**src/rtl/sync_tx_pkg.sv**
```systemverilog
// Shared definitions for the serial sync-frame transmitter: state encoding,
// default sync preamble and small elaboration-time helpers.
package sync_tx_pkg;

    typedef enum logic [2:0] {
        ST_IDLE,
        ST_PRE,
        ST_DATA,
        ST_PAR,
        ST_GAP
    } tx_state_t;

    localparam logic [7:0] SYNC_PREAMBLE = 8'hAA;
    localparam int         SYNC_PRE_W    = 8;

    function automatic int max3(input int a, input int b, input int c);
        int m;
        m = (a > b) ? a : b;
        return (m > c) ? m : c;
    endfunction

    // Width needed to count 0..n-1, never narrower than one bit.
    function automatic int cnt_width(input int n);
        return (n > 1) ? $clog2(n) : 1;
    endfunction

endpackage

```
**src/rtl/piso_shift.sv**
```systemverilog
// Parallel-load shift register presenting its MSB; shifts toward the MSB so the
// word leaves MSB first.
module piso_shift #(
    parameter int           W       = 8,
    parameter logic [W-1:0] RST_VAL = '0
) (
    input  logic         clk,
    input  logic         rst,
    input  logic         load,
    input  logic         shift,
    input  logic [W-1:0] din,
    output logic         msb
);

    logic [W-1:0] sr_reg;

    always_ff @(posedge clk or posedge rst) begin
        if (rst) begin
            sr_reg <= RST_VAL;
        end else if (load) begin
            sr_reg <= din;
        end else if (shift) begin
            sr_reg <= sr_reg << 1;
        end
    end

    assign msb = sr_reg[W-1];

endmodule

```
**src/rtl/sync_frame_tx.sv**
```systemverilog
// Serial frame transmitter: preamble, payload MSB first, optional even parity,
// then an idle gap. One bit per clk on a registered dout.
module sync_frame_tx
    import sync_tx_pkg::*;
#(
    parameter int               DATA_W    = 8,
    parameter int               PRE_W     = SYNC_PRE_W,
    parameter logic [PRE_W-1:0] PREAMBLE  = PRE_W'(SYNC_PREAMBLE),
    parameter int               PARITY_EN = 0,
    parameter int               GAP_BITS  = 2,
    parameter logic             IDLE_BIT  = 1'b1
) (
    input  logic              clk,
    input  logic              rst,
    input  logic [DATA_W-1:0] tx_data,
    input  logic              tx_valid,
    output logic              tx_ready,
    output logic              dout,
    output logic              busy,
    output logic              frame_done
);

    localparam int               CNT_W     = cnt_width(max3(PRE_W, DATA_W, GAP_BITS));
    localparam logic [CNT_W-1:0] PRE_LAST  = CNT_W'(PRE_W - 1);
    localparam logic [CNT_W-1:0] DATA_LAST = CNT_W'(DATA_W - 1);
    localparam logic [CNT_W-1:0] GAP_LAST  = CNT_W'((GAP_BITS > 0) ? GAP_BITS - 1 : 0);

    tx_state_t        state_reg, state_next;
    logic [CNT_W-1:0] cnt_reg, cnt_next;
    logic             dout_reg, dout_next;
    logic             done_reg, done_next;
    logic             par_reg, par_next;
    logic             pre_load, pre_shift, pre_msb;
    logic             data_load, data_shift, data_msb;
    logic             frame_end;

    // Both shifters present the next bit still to be sent, so dout can be
    // registered one cycle ahead of the state that owns that bit.
    piso_shift #(.W(PRE_W), .RST_VAL(PREAMBLE)) u_pre_sr (
        .clk   (clk),
        .rst   (rst),
        .load  (pre_load),
        .shift (pre_shift),
        .din   (PREAMBLE),
        .msb   (pre_msb)
    );

    piso_shift #(.W(DATA_W), .RST_VAL('0)) u_data_sr (
        .clk   (clk),
        .rst   (rst),
        .load  (data_load),
        .shift (data_shift),
        .din   (tx_data),
        .msb   (data_msb)
    );

    always_ff @(posedge clk or posedge rst) begin
        if (rst) begin
            state_reg <= ST_IDLE;
            cnt_reg   <= '0;
            dout_reg  <= IDLE_BIT;
            done_reg  <= 1'b0;
            par_reg   <= 1'b0;
        end else begin
            state_reg <= state_next;
            cnt_reg   <= cnt_next;
            dout_reg  <= dout_next;
            done_reg  <= done_next;
            par_reg   <= par_next;
        end
    end

    always_comb begin
        state_next = state_reg;
        cnt_next   = cnt_reg;
        dout_next  = IDLE_BIT;
        done_next  = 1'b0;
        par_next   = par_reg;
        pre_load   = 1'b0;
        pre_shift  = 1'b0;
        data_load  = 1'b0;
        data_shift = 1'b0;
        frame_end  = 1'b0;

        case (state_reg)
            ST_IDLE: begin
                if (tx_valid) begin
                    data_load  = 1'b1;
                    par_next   = ^tx_data;
                    pre_shift  = 1'b1;
                    dout_next  = pre_msb;
                    cnt_next   = '0;
                    state_next = ST_PRE;
                end
            end
            ST_PRE: begin
                if (cnt_reg == PRE_LAST) begin
                    // Preamble shifter is restored here so it is ready for the next frame.
                    pre_load   = 1'b1;
                    data_shift = 1'b1;
                    dout_next  = data_msb;
                    cnt_next   = '0;
                    state_next = ST_DATA;
                end else begin
                    pre_shift  = 1'b1;
                    dout_next  = pre_msb;
                    cnt_next   = cnt_reg + 1'b1;
                end
            end
            ST_DATA: begin
                if (cnt_reg == DATA_LAST) begin
                    if (PARITY_EN != 0) begin
                        dout_next  = par_reg;
                        state_next = ST_PAR;
                    end else begin
                        frame_end = 1'b1;
                    end
                end else begin
                    data_shift = 1'b1;
                    dout_next  = data_msb;
                    cnt_next   = cnt_reg + 1'b1;
                end
            end
            ST_PAR: begin
                frame_end = 1'b1;
            end
            ST_GAP: begin
                if (cnt_reg == GAP_LAST) begin
                    state_next = ST_IDLE;
                end else begin
                    cnt_next = cnt_reg + 1'b1;
                end
            end
            default: begin
                state_next = ST_IDLE;
            end
        endcase

        if (frame_end) begin
            done_next  = 1'b1;
            dout_next  = IDLE_BIT;
            cnt_next   = '0;
            state_next = (GAP_BITS > 0) ? ST_GAP : ST_IDLE;
        end
    end

    assign tx_ready   = (state_reg == ST_IDLE) && !rst;
    assign busy       = (state_reg != ST_IDLE);
    assign dout       = dout_reg;
    assign frame_done = done_reg;

endmodule

```
**config.mk**
```make
export PLATFORM = sky130hd
export DESIGN_NAME = sync_frame_tx
export DESIGN_NICKNAME = d
export VERILOG_FILES = /design/src/rtl/sync_tx_pkg.sv /design/src/rtl/piso_shift.sv /design/src/rtl/sync_frame_tx.sv
export SDC_FILE = /design/constraint.sdc
export NUM_CORES = 1
export LEC_CHECK = 0
export CORE_MARGIN = 2
export CORE_UTILIZATION = 54
export DETAILED_ROUTE_END_ITERATION = 6
export PLACE_DENSITY = 0.77
export SYNTH_ARGS = -nofsm -noshare
export SYNTH_HDL_FRONTEND = slang
export SYNTH_HIERARCHICAL = 1
export SYNTH_SLANG_ARGS = --single-unit
```
**constraint.sdc**
```tcl
create_clock -name clk -period 2.25 [get_ports clk]
set_clock_uncertainty 0.2 [all_clocks]
set_input_delay 0.225 -clock clk [delete_from_list [all_inputs] [get_ports clk]]
set_output_delay 0.225 -clock clk [all_outputs]
set_load 0.01 [all_outputs]
```
==> results_dict.tcl <==
set metrics [dict create \
    path_class "reg -> reg" \
    status "completed" \
    wl_um 2260 \
    netlist_top_cells_area "dfrtp_1, mux2i_1, dfstp_2, o21ai_1, nand2_1" \
    die_h_um 52.64 \
    place_congestion 0.7897 \
    cts.clk_slew.worst_paths_ns 0.12 \
    critPathBufInv 1 \
    grt_pass1_wl_um 4022 \
    fin_area_um2 1525 \
    cts_buffers 3 \
    drtIter0Drc 18 \
    drive_above_1_share_pct 13.64 \
    period_share_pct 93.19 \
    syn_inst 129 \
    track_usage_pct 19.53 \
    drv_cap 0 \
    syn2layout_area_growth_pct 19.39 \
    num_io_pins 15 \
    end_kind "flop" \
    antenna_left 0 \
    routed_via_density 5.297 \
    overflow 0 \
    synth_common_cells "dfrtp_1, nand2_1, mux2i_1" \
    num_antenna_cells 0 \
    detail_route.first_pass.iterations 4 \
    synth_area_um2 1277 \
    synth-seq-cells 24 \
    yosysSeqAreaShare_pct 47.50 \
    synth_cell_types 29 \
    cts_buffer_depth 2 \
    yosysMostFrequentCell "dfrtp_1" \
    synth-async-reset-ratio_pct 100.0 \
    antenna_found_initial 0 \
    wl_per_cell_um 12.42 \
    setup_tns_ns 0 \
    clkSinkCount 24 \
    fin_nets 169 \
    final_hold_viol_count 0 \
    synth_top_area_cell "dfrtp_1" \
    placed_cell_area_um2 1470 \
    vdd_ir_drop_max_uv 704.6 \
    cts_max_level 1 \
    finalMaxSlewViolations 0 \
    rows 17 \
    postSynthAreaPerCell_um2 9.903 \
    fin_crit_ns 2.097 \
    start_util_pct 57.20 \
    cp-start-kind "flop" \
    ff_latch_area_um2 606.8 \
    cts_hold_buf 0 \
    critical_path.max_stage_delay_ns 0.44 \
    grt_max_degree 17 \
    cellLeakagePower_nw 0.7116 \
    cpLargestDelayFamily "flip-flops" \
    n_fill_cell 180 \
    crit_slowest_cell "dfrtp_1" \
    clk_latency_ns 0.30 \
    synth_top_area_share_pct 37.22 \
    power_density_nw_per_um2 1061 \
    grt_pass1_vias 978 \
    vias 964 \
    core_um2 2233 \
    synth_edf_count 0 \
    dieArea_um2 2771 \
    yosysWarnings 6 \
    drc_errors 0 \
    synth_flop_cell "dfrtp_1" \
    cts_tree "yes" \
    multiInputGateArea_um2 621.8 \
    crit_required_ns 2.25 \
    cp.arrival_ns 2.10 \
    rsz0062_at_grt "false" \
    crit_chain "ha_1 -> ha_2 -> mux2i_2 -> nor3b_1 -> buf_4 -> mux2i_1 -> o21ai_1" \
    hpwl_um 1698 \
    die_w_um 52.64 \
    critPathMaxFanout 8 \
    min-delay-path-class "in -> async" \
    clockRootBuffer "clkbuf_4" \
    setup_viol 0 \
    portBuffers 14 \
    fmax_ghz 0.4769 \
]
## where the power goes
part	internal, mW	switching (mW)	total (mW)	leakage (nW)
registers	0.612	0.0931	0.705	0.294
clock network	0.0986	0.118	0.216	0.0210
logic	0.354	0.343	0.697	0.397
total	1.06	0.553	1.62	0.712
## metal layers
| metal | vias to the layer above | global-route usage (%) | part of all wire (%) |
|---|---|---|---|
| met5 | - | 0 | 0 |
| met4 | 0 | 6.410 | 0.62 |
| met3 | 2 | 2.571 | 2.7 |
| met2 | 16 | 34.58 | 53 |
| met1 | 466 | 24.31 | 44 |
| li1 | 480 | - | - |
## placed cells by master, fill, tap and decap left out, drive strengths merged, types with 3 or more instances in the layout
cell type,synthesis,routed
nor2,7,7
dfrtp,19,19
nand2,18,18
buf,5,8
ha,3,3
nor3b,5,5
clkbuf,2,4
dfstp,5,5
o21ai,18,18
conb,2,8
inv,6,6
clkdlybuf4s50,0,13
mux2i,17,17
nand2b,3,3
## repair_timing
| item | in CTS | in global routing |
|---|---|---|
| endpoints found under the setup margin | 0 | 6 |
| gates resized for setup | 0 | 4 |
| setup buffers | 0 | 1 |
## kinds of logic after synthesis
| kind of cell | after synthesis | synth area share [%] |
|---|---|---|
| xor gates and xnor gates | 1 | 0.6857 |
| and+or+nand+nor | 44 | 17.73 |
| AOI/OAI and AO/OA | 25 | 10.97 |
| other | 2 | 0.5879 |
| muxes | 17 | 13.32 |
| DFF | 24 | 47.50 |
| buffers and inverters | 13 | 6.268 |
| adders and majority gates | 3 | 2.939 |
## worst paths after layout
| check | start | endpoint | slack (ns) | cells after the start |
|---|---|---|---|---|
| min in group clk | tx_data[2] | u_data_sr/sr_reg[2]$_DFFE_PP0P_ | 0.26 | 3 |
| min | rst | state_reg[1]$_DFFE_PP0P_ | 0.09 | 2 |
| max reg2reg | cnt_reg[0]$_DFFE_PP0P_ | u_pre_sr/sr_reg[4]$_DFFE_PP0P_ | 0.15 | 7 |
| max | cnt_reg[0]$_DFFE_PP0P_ | u_pre_sr/sr_reg[4]$_DFFE_PP0P_ | 0.15 | 7 |
| max in group asynchronous | rst | u_pre_sr/sr_reg[1]$_DFFE_PP1P_ | 1.49 | 2 |
| min reg2reg | cnt_reg[0]$_DFFE_PP0P_ | cnt_reg[0]$_DFFE_PP0P_ | 0.34 | 1 |
## cell type report
class	instances	share of cell area (%)
clock buffers	4	2.379
inverters	6	1.477
multi-input cells	98	40.77
flip-flops and latches	24	39.79
well taps	28	2.297
repair buffers	22	13.29
## metrics by stage
| step | util [%] | instances | hold WS, ns | power (mW) | setup slack (ns) |
|---|---|---|---|---|---|
| after floorplan | - | 135 | -0.1622 | 1.219 | 0.3025 |
| after global placement | 65.83 | 177 | 0.2943 | 1.357 | 0.2124 |
| after detailed placement | 65.83 | 177 | 0.3227 | 1.396 | 0.1350 |
| after CTS | 67.45 | 181 | 0.08376 | 1.615 | 0.02933 |
| after global routing | 68.29 | 182 | 0.08883 | 1.765 | 0.02402 |
| final | 68.29 | 182 | 0.08586 | 1.618 | 0.1533 |
Note: power is estimated with default switching activity, not from simulation.
